--- src/rtl/fifo_arb_pkg.sv ---
// Shared constants, types and the round-robin pick helper for the shared-FIFO write arbiter.
package fifo_arb_pkg;

  localparam int unsigned N_REQ      = 4;
  localparam int unsigned DATA_WIDTH = 8;
  localparam int unsigned ID_WIDTH   = 2;
  localparam int unsigned ENTRY_W    = DATA_WIDTH + ID_WIDTH;

  // {found, idx} with found=0 means no requester is asking.
  localparam logic [ID_WIDTH:0] RR_NONE = '0;

  typedef enum logic {
    IDLE = 1'b0,
    LOCK = 1'b1
  } arb_state_e;

  // Scan last+1, last+2, ... modulo N_REQ and return the first active requester.
  function automatic logic [ID_WIDTH:0] rr_pick(input logic [N_REQ-1:0]    req,
                                                input logic [ID_WIDTH-1:0] last);
    logic [ID_WIDTH:0]   res;
    logic [ID_WIDTH-1:0] idx;
    res = RR_NONE;
    for (int unsigned k = 1; k <= N_REQ; k++) begin
      idx = ID_WIDTH'((32'(last) + k) % N_REQ);
      if (!res[ID_WIDTH] && req[idx]) begin
        res = {1'b1, idx};
      end
    end
    return res;
  endfunction

endpackage

--- src/rtl/sync_fifo_core.sv ---
// Single-clock FIFO with registered read data and wrap-bit pointers.
module sync_fifo_core #(
  parameter int unsigned WIDTH      = fifo_arb_pkg::ENTRY_W,
  parameter int unsigned DEPTH      = 8,
  parameter int unsigned ADDR_WIDTH = 3
) (
  input  logic                  clk,
  input  logic                  rst,
  input  logic                  wr_en,
  input  logic [WIDTH-1:0]      wr_data,
  input  logic                  rd_en,
  output logic [WIDTH-1:0]      rd_data,
  output logic                  full,
  output logic                  empty,
  output logic [ADDR_WIDTH:0]   count
);

  logic [WIDTH-1:0]    mem [DEPTH];
  logic [ADDR_WIDTH:0] w_ptr_q, r_ptr_q;
  logic [WIDTH-1:0]    rd_data_q;
  logic                do_wr, do_rd;

  assign empty = (w_ptr_q == r_ptr_q);
  assign full  = (w_ptr_q[ADDR_WIDTH] != r_ptr_q[ADDR_WIDTH]) &&
                 (w_ptr_q[ADDR_WIDTH-1:0] == r_ptr_q[ADDR_WIDTH-1:0]);
  assign count = w_ptr_q - r_ptr_q;

  assign do_wr   = wr_en && !full;
  assign do_rd   = rd_en && !empty;
  assign rd_data = rd_data_q;

  // Storage is not reset; the pointers alone define what is valid.
  always_ff @(posedge clk) begin
    if (do_wr) begin
      mem[w_ptr_q[ADDR_WIDTH-1:0]] <= wr_data;
    end
  end

  always_ff @(posedge clk) begin
    if (rst) begin
      w_ptr_q   <= '0;
      r_ptr_q   <= '0;
      rd_data_q <= '0;
    end else begin
      if (do_wr) begin
        w_ptr_q <= w_ptr_q + 1'b1;
      end
      if (do_rd) begin
        rd_data_q <= mem[r_ptr_q[ADDR_WIDTH-1:0]];
        r_ptr_q   <= r_ptr_q + 1'b1;
      end
    end
  end

endmodule

--- src/rtl/fifo_rr_write_arbiter.sv ---
// Round-robin, burst-locked arbitration of N_REQ writers into one shared FIFO.
module fifo_rr_write_arbiter
  import fifo_arb_pkg::*;
#(
  parameter int unsigned DEPTH      = 8,
  parameter int unsigned ADDR_WIDTH = 3,
  parameter int unsigned MAX_BURST  = 4
) (
  input  logic                        clk,
  input  logic                        rst,
  input  logic [N_REQ-1:0]            req,
  input  logic [N_REQ*DATA_WIDTH-1:0] wdata,
  output logic [N_REQ-1:0]            gnt,
  input  logic                        rd_en,
  output logic [DATA_WIDTH-1:0]       rd_data,
  output logic [ID_WIDTH-1:0]         rd_src,
  output logic                        rd_valid,
  output logic                        full,
  output logic                        empty,
  output logic [ADDR_WIDTH:0]         count
);

  localparam int unsigned BurstW = $clog2(MAX_BURST + 1);

  arb_state_e          state_q, state_d;
  logic [ID_WIDTH-1:0] owner_q, owner_d;
  logic [ID_WIDTH-1:0] last_q, last_d;
  logic [BurstW-1:0]   burst_q, burst_d;
  logic [BurstW-1:0]   burst_inc;
  logic                rd_valid_q;

  logic [ID_WIDTH:0]   pick;
  logic                pick_found;
  logic [ID_WIDTH-1:0] pick_idx;
  logic                lock_hit;
  logic [ID_WIDTH-1:0] gnt_idx;
  logic                wr_en;
  logic [ENTRY_W-1:0]  wr_data;
  logic [ENTRY_W-1:0]  fifo_rd_data;

  assign pick       = rr_pick(req, last_q);
  assign pick_found = pick[ID_WIDTH];
  assign pick_idx   = pick[ID_WIDTH-1:0];
  assign lock_hit   = (state_q == LOCK) && req[owner_q];
  assign gnt_idx    = lock_hit ? owner_q : pick_idx;
  assign burst_inc  = burst_q + 1'b1;

  // A granted requester is by construction asserting req, so a grant is an accept.
  assign wr_en   = !rst && !full && (lock_hit || pick_found);
  assign gnt     = wr_en ? (N_REQ'(1) << gnt_idx) : '0;
  assign wr_data = {gnt_idx, wdata[gnt_idx*DATA_WIDTH +: DATA_WIDTH]};

  always_comb begin
    state_d = state_q;
    owner_d = owner_q;
    last_d  = last_q;
    burst_d = burst_q;
    if (wr_en) begin
      if (lock_hit) begin
        burst_d = burst_inc;
        if (burst_inc == BurstW'(MAX_BURST)) begin
          state_d = IDLE;
        end
      end else begin
        owner_d = pick_idx;
        last_d  = pick_idx;
        burst_d = BurstW'(1);
        state_d = (MAX_BURST > 1) ? LOCK : IDLE;
      end
    end else if (!full && (state_q == LOCK) && !req[owner_q]) begin
      // Owner went quiet and nobody else asked: drop the lock anyway.
      state_d = IDLE;
      burst_d = '0;
    end
  end

  always_ff @(posedge clk) begin
    if (rst) begin
      state_q    <= IDLE;
      owner_q    <= '0;
      last_q     <= ID_WIDTH'(N_REQ - 1);
      burst_q    <= '0;
      rd_valid_q <= 1'b0;
    end else begin
      state_q    <= state_d;
      owner_q    <= owner_d;
      last_q     <= last_d;
      burst_q    <= burst_d;
      rd_valid_q <= rd_en && !empty;
    end
  end

  sync_fifo_core #(
    .WIDTH      (ENTRY_W),
    .DEPTH      (DEPTH),
    .ADDR_WIDTH (ADDR_WIDTH)
  ) u_fifo (
    .clk     (clk),
    .rst     (rst),
    .wr_en   (wr_en),
    .wr_data (wr_data),
    .rd_en   (rd_en),
    .rd_data (fifo_rd_data),
    .full    (full),
    .empty   (empty),
    .count   (count)
  );

  assign {rd_src, rd_data} = fifo_rd_data;
  assign rd_valid          = rd_valid_q;

endmodule

--- config.mk ---
export PLATFORM = sky130hd
export DESIGN_NAME = fifo_rr_write_arbiter
export DESIGN_NICKNAME = d
export VERILOG_FILES = /design/src/rtl/fifo_arb_pkg.sv /design/src/rtl/sync_fifo_core.sv /design/src/rtl/fifo_rr_write_arbiter.sv
export SDC_FILE = /design/constraint.sdc
export NUM_CORES = 1
export LEC_CHECK = 0
export ABC_CLOCK_PERIOD_IN_PS = 4100
export BUFFER_PORTS_ARGS = -buffer_cell sky130_fd_sc_hd__buf_2
export CAP_MARGIN = 20
export CORE_MARGIN = 4
export CORE_UTILIZATION = 50
export DETAILED_ROUTE_END_ITERATION = 8
export GPL_ROUTABILITY_DRIVEN = 1
export HOLD_SLACK_MARGIN = 0.02
export MAX_ROUTING_LAYER = met4
export PLACE_DENSITY_LB_ADDON = 0.1
export SLEW_MARGIN = 20
export SYNTH_ARGS = -nofsm -noshare
export SYNTH_HDL_FRONTEND = slang
export SYNTH_SLANG_ARGS = --single-unit
--- constraint.sdc ---
create_clock -name clk -period 4.1 [get_ports clk]
set_input_delay 0.82 -clock clk [delete_from_list [all_inputs] [get_ports clk]]
set_output_delay 0.82 -clock clk [all_outputs]
set_load 0.1 [all_outputs]
==> results.sh <==
export IMPL_synth_edf_count=80
export IMPL_switchingPower_mw=1.32
export IMPL_combPwrFrac_pct=37.6
export IMPL_grt_pass1_wl_um=18400
export IMPL_crit_path_end_kind="primary output"
export IMPL_gr_usage_met1_pct=28.7
export IMPL_core_sq_mm=0.00977
export IMPL_synth_top_cell_area_share_pct=47.7
export IMPL_post_route_cells_drive_above_1_share_pct=26.8
export IMPL_final_core_util_pct=59.4
export IMPL_antennaDiodeCount=0
export IMPL_cts_hold_buf=0
export IMPL_dieArea_sq_mm=0.0117
export IMPL_use_met2_pct=35.0
export IMPL_multi_input_area_sq_mm=0.00197
export IMPL_ys_async_sr_fraction_pct=0
export IMPL_final_cells=595
export IMPL_power_density_mw_per_mm2=567
export IMPL_start_kind="input pin"
export IMPL_setup_viol=0
export IMPL_dieHeight_um=108
export IMPL_cts_setup_buffers=0
export IMPL_ys_warnings_count=0
export IMPL_dpl_cell_area_sq_mm=0.00558
export IMPL_clk_pin_slew_worst_paths_ns=0.12
export IMPL_slew_violations=0
export IMPL_syn_num_nets=441
export IMPL_swShare_pct=40.2
export IMPL_path_class="input pin to primary output"
export IMPL_die_width_um=108
export IMPL_synth_area_leaders="edfxtp_1, dfxtp_1, mux4_2, nand2_1, a221o_1"
export IMPL_numCtsBuffers=9
export IMPL_timing_fmax_mhz=280
export IMPL_crit_required_ns=3.28
export IMPL_dr_pass1_iters=5
export IMPL_postLayoutCellArea_sq_mm=0.00581
export IMPL_synthCells=394
export IMPL_yosysTopAreaCell="edfxtp_1"
export IMPL_maxCapViolCount=0
export IMPL_ir_drop_mv=0.425
export IMPL_synth_flop_cell="edfxtp_1"
export IMPL_dp_hpwl_um=7590
export IMPL_cts_tree="yes"
export IMPL_clockBufferDepth=2
export IMPL_drc=0
export IMPL_first_iter_violations=247
export IMPL_avgSynthCellArea_sq_um=12.8
export IMPL_num_vias=3448
export IMPL_viasPerCell=5.79
export IMPL_layout_area_seq_sq_mm=0.00294
export IMPL_clk_latency_ns=0.37
export IMPL_cts_htree_levels=3
export IMPL_synth_common_cells="edfxtp_1, nand2_1, nor2_1"
export IMPL_synth_seq_cells=107
export IMPL_grtUsageMet3_pct=3.58
export IMPL_antenna_found_initial=0
export IMPL_status="finished, final reports clean"
export IMPL_fin_skew_ns=0.0167
export IMPL_top_usage_layer="met2"
export IMPL_num_io_pins=60
export IMPL_fin_crit_sh_pct=87.1
export IMPL_wire_per_inst_um=19.1
export IMPL_p_clk_share_pct=21.3
export IMPL_gp_congestion=0.917
export IMPL_period_minus_slack_ns=3.57
export IMPL_seq_area_frac_synth_pct=58.4
export IMPL_start_util_pct=51.5
export IMPL_worst_slew_pin_slew_ns=0.926
export IMPL_grt_use_total_pct=21.5
export IMPL_arrival_ns=2.75
export IMPL_n_fill_cell=829
export IMPL_p_int_mw=1.97
export IMPL_p_seq_share_pct=41.1
export IMPL_ant_nets=0
export IMPL_worstPathMaxFanout=19
export IMPL_rows=36
export IMPL_grt_pass1_vias=3461
export IMPL_portBuffers=59
export IMPL_maxSlewHeadroom_pct=38.2
export IMPL_overflow=0
export IMPL_min_path_type="register to register"
export IMPL_grt_max_degree=36
export IMPL_synthToLayoutAreaGrowth_pct=15.4
export IMPL_finalHoldViolations=0
export IMPL_synth_cell_types=48
export IMPL_rsz0062_at_grt="no"
export IMPL_synth_area_sq_mm=0.00504
export IMPL_final_nets=504
export IMPL_cts_root_buf="clkbuf_8"
export IMPL_p_leak_nw=2.18
export IMPL_postRouteWirelength_um=11400
export IMPL_yosysMostFrequentCell="edfxtp_1"
export IMPL_placed_cells=579
export IMPL_numClockSinks=107
export IMPL_postCtsResizedCells=0
## power groups by stage
stage	Clock, mW	Combinational (mW)	Sequential [mW]
finish	0.702	1.24	1.35
CTS	0.720	1.25	1.35
global route	0.776	1.32	1.36
detailed placement	0	1.25	1.38
floorplan	0	0.776	1.59
global placement	0	1.23	1.38
## worst paths after layout
| kind | cells after the start | slack [ns] | to | start |
|---|---|---|---|---|
| hold / removal | 2 | 0.50 | u_fifo.rd_data[4]$_SDFFE_PP0P_ | u_fifo.rd_data[4]$_SDFFE_PP0P_ |
| setup reg to reg | 6 | 1.40 | u_fifo.mem[4][7]$_DFFE_PP_ | owner_q[0]$_SDFFE_PP0P_ |
| setup / recovery | 8 | 0.53 | gnt[3] | req[0] |
| hold reg to reg | 2 | 0.50 | u_fifo.rd_data[4]$_SDFFE_PP0P_ | u_fifo.rd_data[4]$_SDFFE_PP0P_ |
## state kept, by name (all words and copies together) (netlist names)
signal / count
u_fifo.r_ptr_q: 4
u_fifo.w_ptr_q: 4
rd_valid: 1
u_fifo.mem: 80
state_q: 1
burst_q: 3
owner_q: 2
u_fifo.rd_data: 10
last_q: 2
## final cells by class
cell class / count / share of cell area (%)
flip-flops and latches: 107 / 50.7
multi-input cells: 251 / 33.9
repair buffers: 76 / 7.80
well taps: 133 / 2.86
clock buffers: 9 / 2.13
clock inverters: 7 / 1.85
inverters: 12 / 0.775
## per-stage QoR
step	worst slack, ns	power [mW]	TNS (ns)	hold slack, ns
after floorplan	-0.0576	2.37	-0.115	0.466
after global routing	0.349	3.46	0	0.518
final	0.529	3.29	0	0.500
after global placement	0.595	2.61	0	0.477
after detailed placement	0.557	2.62	0	0.489
after CTS	0.553	3.32	0	0.507
## logic make-up after synthesis
kind of cell	count (synthesis)	synth area share, %
xor gates and xnor gates	11	1.91
buffers and inverters	36	3.25
DFF	107	58.4
AOI/OAI and AO/OA	59	10.3
adders and majority gates	8	2.14
muxes	31	11.1
and+or+nand+nor	142	12.8
## layout by cell type, fill, tap and decap left out, types with 2 or more instances in the layout
cell	n
a211oi_1	2
a21oi_1	6
a21o_1	2
clkbuf_8	9
nand2b_1	5
nor3_1	7
o21ai_0	3
nor3_2	2
a221o_1	16
o32a_1	8
nand3_1	19
xor2_1	3
buf_4	17
and3_1	10
a311oi_1	11
mux4_2	20
buf_12	2
ha_1	7
nand2_1	46
edfxtp_1	80
xnor2_1	8
mux2i_1	11
nand4_1	2
inv_1	11
nor2_1	40
buf_2	57
dfxtp_1	27
nor4_2	2
clkinv_8	3
## critical path, stage by stage
cell and delay [ns]:
buf_2 0.13, or2_0 0.22, a311oi_1 0.53, a21oi_4 0.19, inv_2 0.33, nand2_1 0.12
nor2_1 0.19, buf_12 0.20
## metal layers
layer | part of all wire, % | up-vias | wire length [um]
met2 | 50 | 93 | 5720
li1 | - | 1633 | -
met4 | 0.84 | 0 | 95
met1 | 44 | 1712 | 5010
met3 | 4.6 | 10 | 521
met5 | 0 | - | 0
(Power assumes the default switching activity.)
